===== src/rtl/uart_pkg.sv =====
// Shared UART definitions: frame width, transmitter/receiver state
// encoding and the baud divisor calculation used by uart_rx/uart_tx.
package uart_pkg;

    localparam int DATA_BITS = 8;

    typedef enum logic [1:0] {
        IDLE  = 2'd0,
        START = 2'd1,
        DATA  = 2'd2,
        STOP  = 2'd3
    } uart_state_t;

    // Clock cycles per serial bit; truncating division, caller keeps it >= 2.
    function automatic int clks_per_bit(input int system_clock, input int baud_rate);
        return system_clock / baud_rate;
    endfunction

endpackage


===== src/rtl/uart_tx_fifo_if.sv =====
// Byte-in / serial-out bundle of the buffered UART transmitter.
// The master side supplies valid/data strobes, the slave side is the
// transmitter that drives the line and its status flags.
interface uart_tx_fifo_if;
    import uart_pkg::*;

    logic                 din_valid;
    logic [DATA_BITS-1:0] din;
    logic                 dout;
    logic                 full;
    logic                 busy;
    logic                 overflow;

    modport master (
        output din_valid,
        output din,
        input  dout,
        input  full,
        input  busy,
        input  overflow
    );

    modport slave (
        input  din_valid,
        input  din,
        output dout,
        output full,
        output busy,
        output overflow
    );

endinterface


===== src/rtl/sync_fifo.sv =====
// Single-clock first-word fall-through FIFO. rdata presents the oldest
// entry whenever empty is low; full and empty are registered flags.
// Pushes while full and pops while empty are ignored.
module sync_fifo #(
    parameter int WIDTH = 8,
    parameter int DEPTH = 16
) (
    input  logic             clk,
    input  logic             rst,
    input  logic             push,
    input  logic             pop,
    input  logic [WIDTH-1:0] wdata,
    output logic [WIDTH-1:0] rdata,
    output logic             full,
    output logic             empty
);

    localparam int PTR_W = $clog2(DEPTH);
    localparam int CNT_W = PTR_W + 1;

    logic [WIDTH-1:0] r_mem [DEPTH];
    logic [PTR_W-1:0] r_wr_ptr;
    logic [PTR_W-1:0] r_rd_ptr;
    logic [CNT_W-1:0] r_count;
    logic             r_full;
    logic             r_empty;

    logic             w_do_push;
    logic             w_do_pop;
    logic [CNT_W-1:0] w_count_next;

    // Qualify requests against the current flags and work out the next occupancy.
    always_comb begin
        w_do_push    = push & ~r_full;
        w_do_pop     = pop & ~r_empty;
        w_count_next = r_count;
        if (w_do_push && !w_do_pop) begin
            w_count_next = r_count + CNT_W'(1);
        end else if (!w_do_push && w_do_pop) begin
            w_count_next = r_count - CNT_W'(1);
        end
    end

    // Pointers wrap naturally at DEPTH; flags are registered from the next count.
    always_ff @(posedge clk) begin
        if (rst) begin
            r_wr_ptr <= '0;
            r_rd_ptr <= '0;
            r_count  <= '0;
            r_full   <= 1'b0;
            r_empty  <= 1'b1;
        end else begin
            if (w_do_push) begin
                r_wr_ptr <= r_wr_ptr + PTR_W'(1);
            end
            if (w_do_pop) begin
                r_rd_ptr <= r_rd_ptr + PTR_W'(1);
            end
            r_count <= w_count_next;
            r_full  <= (w_count_next == CNT_W'(DEPTH));
            r_empty <= (w_count_next == '0);
        end
    end

    // Storage needs no reset: a slot is only read after it has been written.
    always_ff @(posedge clk) begin
        if (w_do_push) begin
            r_mem[r_wr_ptr] <= wdata;
        end
    end

    assign rdata = r_mem[r_rd_ptr];
    assign full  = r_full;
    assign empty = r_empty;

endmodule


===== src/rtl/uart_tx_fifo.sv =====
// Buffered 8N1 UART transmitter. Bytes arrive as single-cycle valid
// pulses, queue in a small FIFO and are serialised LSB first. Frames
// leave back to back with no idle gap while the FIFO holds data.
module uart_tx_fifo
    import uart_pkg::*;
#(
    parameter int SYSTEM_CLOCK = 32000000,
    parameter int BAUD_RATE    = 9600,
    parameter int FIFO_DEPTH   = 16
) (
    input logic           clk,
    input logic           rst,
    uart_tx_fifo_if.slave bus
);

    localparam int CLKS_PER_BIT = clks_per_bit(SYSTEM_CLOCK, BAUD_RATE);
    localparam int CNT_W        = (CLKS_PER_BIT > 1) ? $clog2(CLKS_PER_BIT) : 1;
    localparam int IDX_W        = $clog2(DATA_BITS);

    localparam logic [CNT_W-1:0] CNT_LAST = CNT_W'(CLKS_PER_BIT - 1);
    localparam logic [IDX_W-1:0] IDX_LAST = IDX_W'(DATA_BITS - 1);

    uart_state_t          r_state;
    logic                 r_dout;
    logic [CNT_W-1:0]     r_clk_cnt;
    logic [IDX_W-1:0]     r_bit_idx;
    logic [DATA_BITS-1:0] r_shift;
    logic                 r_overflow;

    logic                 w_fifo_full;
    logic                 w_fifo_empty;
    logic [DATA_BITS-1:0] w_fifo_rdata;
    logic                 w_last_clk;
    logic                 w_pop;

    // Byte queue; a write while full is dropped even if a pop happens on the same edge.
    sync_fifo #(
        .WIDTH (DATA_BITS),
        .DEPTH (FIFO_DEPTH)
    ) u_fifo (
        .clk   (clk),
        .rst   (rst),
        .push  (bus.din_valid),
        .pop   (w_pop),
        .wdata (bus.din),
        .rdata (w_fifo_rdata),
        .full  (w_fifo_full),
        .empty (w_fifo_empty)
    );

    assign w_last_clk = (r_clk_cnt == CNT_LAST);

    // A byte leaves the FIFO when idle, or at the last stop-bit cycle for a gapless follow-on frame.
    assign w_pop = !w_fifo_empty &&
                   ((r_state == IDLE) || ((r_state == STOP) && w_last_clk));

    // Frame sequencer: start bit, eight data bits LSB first, stop bit, all with registered line output.
    always_ff @(posedge clk) begin
        if (rst) begin
            r_state   <= IDLE;
            r_dout    <= 1'b1;
            r_clk_cnt <= '0;
            r_bit_idx <= '0;
            r_shift   <= '0;
        end else begin
            case (r_state)
                IDLE: begin
                    r_dout <= 1'b1;
                    if (!w_fifo_empty) begin
                        r_shift   <= w_fifo_rdata;
                        r_dout    <= 1'b0;
                        r_clk_cnt <= '0;
                        r_state   <= START;
                    end
                end
                START: begin
                    if (w_last_clk) begin
                        r_clk_cnt <= '0;
                        r_dout    <= r_shift[0];
                        r_bit_idx <= '0;
                        r_state   <= DATA;
                    end else begin
                        r_clk_cnt <= r_clk_cnt + CNT_W'(1);
                    end
                end
                DATA: begin
                    if (w_last_clk) begin
                        r_clk_cnt <= '0;
                        if (r_bit_idx == IDX_LAST) begin
                            r_dout  <= 1'b1;
                            r_state <= STOP;
                        end else begin
                            r_shift   <= {1'b0, r_shift[DATA_BITS-1:1]};
                            r_dout    <= r_shift[1];
                            r_bit_idx <= r_bit_idx + IDX_W'(1);
                        end
                    end else begin
                        r_clk_cnt <= r_clk_cnt + CNT_W'(1);
                    end
                end
                STOP: begin
                    if (w_last_clk) begin
                        r_clk_cnt <= '0;
                        if (!w_fifo_empty) begin
                            r_shift <= w_fifo_rdata;
                            r_dout  <= 1'b0;
                            r_state <= START;
                        end else begin
                            r_dout  <= 1'b1;
                            r_state <= IDLE;
                        end
                    end else begin
                        r_clk_cnt <= r_clk_cnt + CNT_W'(1);
                    end
                end
                default: begin
                    r_dout  <= 1'b1;
                    r_state <= IDLE;
                end
            endcase
        end
    end

    // One-cycle flag for a write that arrived while the queue was full.
    always_ff @(posedge clk) begin
        if (rst) begin
            r_overflow <= 1'b0;
        end else begin
            r_overflow <= bus.din_valid & w_fifo_full;
        end
    end

    assign bus.dout     = r_dout;
    assign bus.full     = w_fifo_full;
    assign bus.overflow = r_overflow;
    assign bus.busy     = (r_state != IDLE) || !w_fifo_empty;

endmodule


===== src/flat_wrapper.sv =====
// flat-port wrapper written by rule: the top's interface ports become plain ports
module uart_tx_fifo_flat import uart_pkg::*;
#(
    parameter int SYSTEM_CLOCK = 32000000,
    parameter int BAUD_RATE    = 9600,
    parameter int FIFO_DEPTH   = 16
)
  (clk, rst, bus_din_valid, bus_din, bus_dout, bus_full, bus_busy, bus_overflow);
  uart_tx_fifo_if bus_i ();
  input logic clk;
  input logic rst;
  input wire logic [$bits(bus_i.din_valid)-1:0] bus_din_valid;
  input wire logic [$bits(bus_i.din)-1:0] bus_din;
  output wire logic [$bits(bus_i.dout)-1:0] bus_dout;
  output wire logic [$bits(bus_i.full)-1:0] bus_full;
  output wire logic [$bits(bus_i.busy)-1:0] bus_busy;
  output wire logic [$bits(bus_i.overflow)-1:0] bus_overflow;
  assign bus_i.din_valid = bus_din_valid;
  assign bus_i.din = bus_din;
  assign bus_dout = bus_i.dout;
  assign bus_full = bus_i.full;
  assign bus_busy = bus_i.busy;
  assign bus_overflow = bus_i.overflow;
  uart_tx_fifo #(.SYSTEM_CLOCK(SYSTEM_CLOCK), .BAUD_RATE(BAUD_RATE), .FIFO_DEPTH(FIFO_DEPTH)) u_core (.clk(clk), .rst(rst), .bus(bus_i));
endmodule

===== config.mk =====
export PLATFORM = sky130hd
export DESIGN_NAME = uart_tx_fifo_flat
export DESIGN_NICKNAME = d
export VERILOG_FILES = /design/src/rtl/uart_pkg.sv /design/src/rtl/uart_tx_fifo_if.sv /design/src/rtl/sync_fifo.sv /design/src/rtl/uart_tx_fifo.sv /design/src/flat_wrapper.sv
export SDC_FILE = /design/constraint.sdc
export NUM_CORES = 1
export LEC_CHECK = 0
export ABC_CLOCK_PERIOD_IN_PS = 2490
export CORE_ASPECT_RATIO = 1.1
export CORE_MARGIN = 4
export CORE_UTILIZATION = 64
export CTS_BUF_LIST = sky130_fd_sc_hd__clkbuf_8
export CTS_CLUSTER_SIZE = 14
export DETAILED_ROUTE_END_ITERATION = 16
export PLACE_DENSITY = 0.93
export SYNTH_ARGS = -nofsm -noshare
export SYNTH_HDL_FRONTEND = slang
export SYNTH_SLANG_ARGS = --single-unit
export TNS_END_PERCENT = 50

===== constraint.sdc =====
create_clock -name clk -period 2.49 [get_ports clk]
set_input_delay 0.3735 -clock clk [delete_from_list [all_inputs] [get_ports clk]]
set_output_delay 0.3735 -clock clk [all_outputs]
set_load 0.03 [all_outputs]

==> results.ini <==
[sta]
rsz0062_at_grt=true
fin_crit_sh_pct=94.07
hold_viol_final=0
worst_pin_slew_ns=0.6091
fin_setup_tns_ns=0
clock_skew_ns=0.01147
finalSetupViolations=0
fmax_ghz=0.4269
period_minus_slack_ns=2.342
slew_headroom_pct=59.31
maxSlewViolCount=0
layout_setup_ws_ns=0.1477

[floorplanning]
start_util_pct=65.94
dieArea_um2=13060
io_pins=15
die_h_um=119.5
dieWidth_um=109.3
rows=40
core-area_um2=10960

[logic_synthesis]
yosysUniqueCellTypes=51
synthArstFlopShare_pct=0
syn_inst=489
ys_seq_area_share_pct=65.93
ys_warn_count=0
syn_nets=517
postSynthAreaPerCell_um2=14.78
synthFlopType=edfxtp_1
synth_edf_count=128
synth.ff_latch_count=174
synth_area_um2=7227

[grt]
grt_overflow_total=0
grt_pass1_vias=4452
grt_antenna_before_repair=0
grt_max_degree=34
grt_pass1_wl_um=23730
track_usage_pct=24.63

[clock_network]
clk_latency_ns=0.46
hold_buffers=0
cts_made_buffers=17
h-tree-depth=4
cts_tree=built
cts_root_buffer=clkbuf_8
postCtsSetupBuffers=0
clockBufferDepth=2
path_clk_slew_ns=0.09
clkSinkCount=174

[routing]
top_layer_used=met4
antenna_left=0
via_per_inst=6.197
post_drt_wl_per_cell_um=21.28
route.met3.wl_um=722
drt_first_pass_iters=5
wl_um=14600
drc_errors=0
drtIter0Drc=369
wl_met2_um=7625
wl_met1_um=5707
num_vias=4251

[placement]
gp_congestion=0.8811
portBuffers=14
placed_cell_area_um2=7690
hpwl_um=9790
post-place-ws_ns=0.07363

[critical_path]
cp.required_ns=2.12
startpoint_type=flop
r2r_cells=6
r2r_slack_ns=0.18
cp_top_family=buffers and inverters
r2r-start=u_core.r_clk_cnt[4]$_SDFFE_PP0N_
cp_max_fo=6
critPathMaxStageDelay_ns=0.41
path_common_cell=inv_1
arrival_ns=1.97
path_class=flop to primary output
cp-end-kind=primary output
critPathBufInv=3
rr_endpoint=u_core.u_fifo.full$_SDFF_PP0_
cp_slowest_cell=dfxtp_1
crit_chain=inv_1 > ha_1 > and2_1 > inv_1 > clkdlybuf4s15_1

[worst_hold_path]
hold_path_class=flop to flop
hold_end=u_core.r_shift[7]$_SDFFE_PP0P_
worstHoldPathCells=2
min-delay-start=u_core.r_shift[7]$_SDFFE_PP0P_

[status]
status=complete, no violations

[flow_run]
drv_cap=0

[power_and_ir_drop]
power_frac_comb_pct=27.0
pwr-share-clk_pct=25.8
switching_share_pct=29.97
ir_worst_vdd_v=0.0006970
p_leak_nw=2.694
power_density_nw_per_um2=921.9
p_switching_mw=2.233
power_mw=7.452
seqPwrFrac_pct=47.2
intPower_mw=5.218

[cells_and_area]
utilization_pct=73.74
final_nets=555
n_antenna_cell=0
area_growth_pct=11.84
stdcell_area_um2=8083
drive_above_1_share_pct=18.92

==> kinds of logic (layout without fill, tap and decap cells) <==
group,Yosys count,in the layout,share of synthesized area (%)
muxes,35,35,10.58
xor gates and xnor gates,18,18,2.181
and+or+nand+nor,145,145,10.13
AOI/OAI and AO/OA,65,65,6.268
DFF,174,174,65.93
adders and majority gates,17,17,2.943
buffers and inverters,35,85,1.974
==> cell type report <==
| class | instances | area, um2 |
|---|---|---|
| sequential | 174 | 4766 |
| fill | 642 | 2878 |
| multi-input combinational | 280 | 2326 |
| timing repair buffer | 42 | 375.4 |
| clock buffer | 17 | 234.0 |
| tap | 147 | 183.9 |
| clock inverter | 14 | 152.6 |
| inverter | 12 | 45.04 |
==> power by group through the flow <==
stage	clock [mW]	sequential, mW	combinational, mW
after floorplan	0	3.51	1.54
after global placement	0	3.57	1.90
after detailed placement	0	3.58	2.01
after CTS	1.95	3.52	2.02
after global routing	2.08	3.55	2.22
final	1.92	3.52	2.01
==> sequential cells by signal, summed over array words and instances (netlist names), named ones only <==
register	count
u_core.r_shift	8
u_core.r_clk_cnt	12
u_core.u_fifo.r_wr_ptr	4
u_core.u_fifo.r_rd_ptr	4
u_core.u_fifo.full	1
u_core.u_fifo.r_mem	128
u_core.r_bit_idx	3
u_core.r_state	2
u_core.u_fifo.r_count	5
u_core.bus.dout	1
u_core.bus.overflow	1
u_core.u_fifo.empty	1
==> cells in the mapped netlist (4+ instances only) <==
cell | number | share of area (%)
a211oi_1 | 11 | 1.1
a21oi_1 | 14 | 0.97
a22oi_1 | 18 | 1.9
and2_1 | 5 | 0.43
and3_1 | 4 | 0.35
clkbuf_1 | 16 | 0.83
dfxtp_1 | 46 | 13
edfxtp_1 | 128 | 53
ha_1 | 17 | 2.9
inv_1 | 12 | 0.62
mux4_2 | 33 | 10
nand2_1 | 29 | 1.5
nand2b_1 | 4 | 0.35
nand3_1 | 8 | 0.55
nand4_1 | 5 | 0.43
nor2_1 | 51 | 2.6
nor2b_1 | 4 | 0.35
nor3_1 | 16 | 1.1
o21ai_0 | 6 | 0.42
xnor2_1 | 6 | 0.73
xor2_1 | 12 | 1.5
==> placed cells by master, fill, tap and decap left out, types with 3 or more instances in the layout <==
master,n
clkdlybuf4s50_1,13
clkbuf_8,17
nand2_1,29
nand3_1,8
a22oi_1,18
o21ai_0,6
and3_1,4
and2_1,5
nor2_1,51
nand2b_1,4
nor3_1,16
mux4_2,33
buf_4,26
xor2_1,12
inv_1,13
nor2b_1,4
nand3b_1,3
a21oi_1,14
xnor2_1,6
edfxtp_1,128
bufinv_16,3
ha_1,17
o21bai_1,3
dfxtp_1,45
clkinv_4,3
a211oi_1,11
clkinv_1,4
nand4_1,5
==> repair_timing <==
action	in CTS	in global routing
gates cloned	0	0
pin swaps	0	0
resized for setup	1	3
endpoints found under the setup margin	1	7
==> worst max-delay path by stage <==
stage	to	startpoint	slack [ns]	cells past startpoint
final	bus_busy	u_core.r_state[0]$_SDFFE_PP0P_	0.15	5
after detailed placement	u_core.u_fifo.full$_SDFF_PP0_	u_core.r_clk_cnt[4]$_SDFFE_PP0N_	0.07	6
after floorplan	u_core.u_fifo.r_mem[3][0]$_DFFE_PP_	u_core.u_fifo.full$_SDFF_PP0_	0.27	5
after global routing	u_core.u_fifo.full$_SDFF_PP0_	u_core.r_clk_cnt[0]$_SDFFE_PP0N_	-0.03	8
after global placement	u_core.u_fifo.full$_SDFF_PP0_	u_core.r_clk_cnt[4]$_SDFFE_PP0N_	0.22	6
after CTS	u_core.u_fifo.full$_SDFF_PP0_	u_core.r_clk_cnt[4]$_SDFFE_PP0N_	0.05	6
==> worst register-to-register path, cell delays in order (launching register included) <==
cell	delay, ns
dfxtp_1	0.36
or4_4	0.60
nor4_4	0.31
nor2_1	0.19
xnor2_1	0.19
o311ai_1	0.34
nor4b_2	0.26
==> metrics by stage <==
stage	std cells	hold WS [ns]
floorplan	489	0.4327
global placement	655	0.4496
detailed placement	655	0.4513
CTS	686	0.4630
global route	686	0.4886
finish	686	0.4626
==> routing by layer <==
layer  GRT usage [%]  vias up
met5               0        -
met4           12.24        0
met1           30.98     2136
li1                -     1940
met2           40.76      134
met3           4.499       41
No activity file was read; power rests on OpenSTA's default activity.
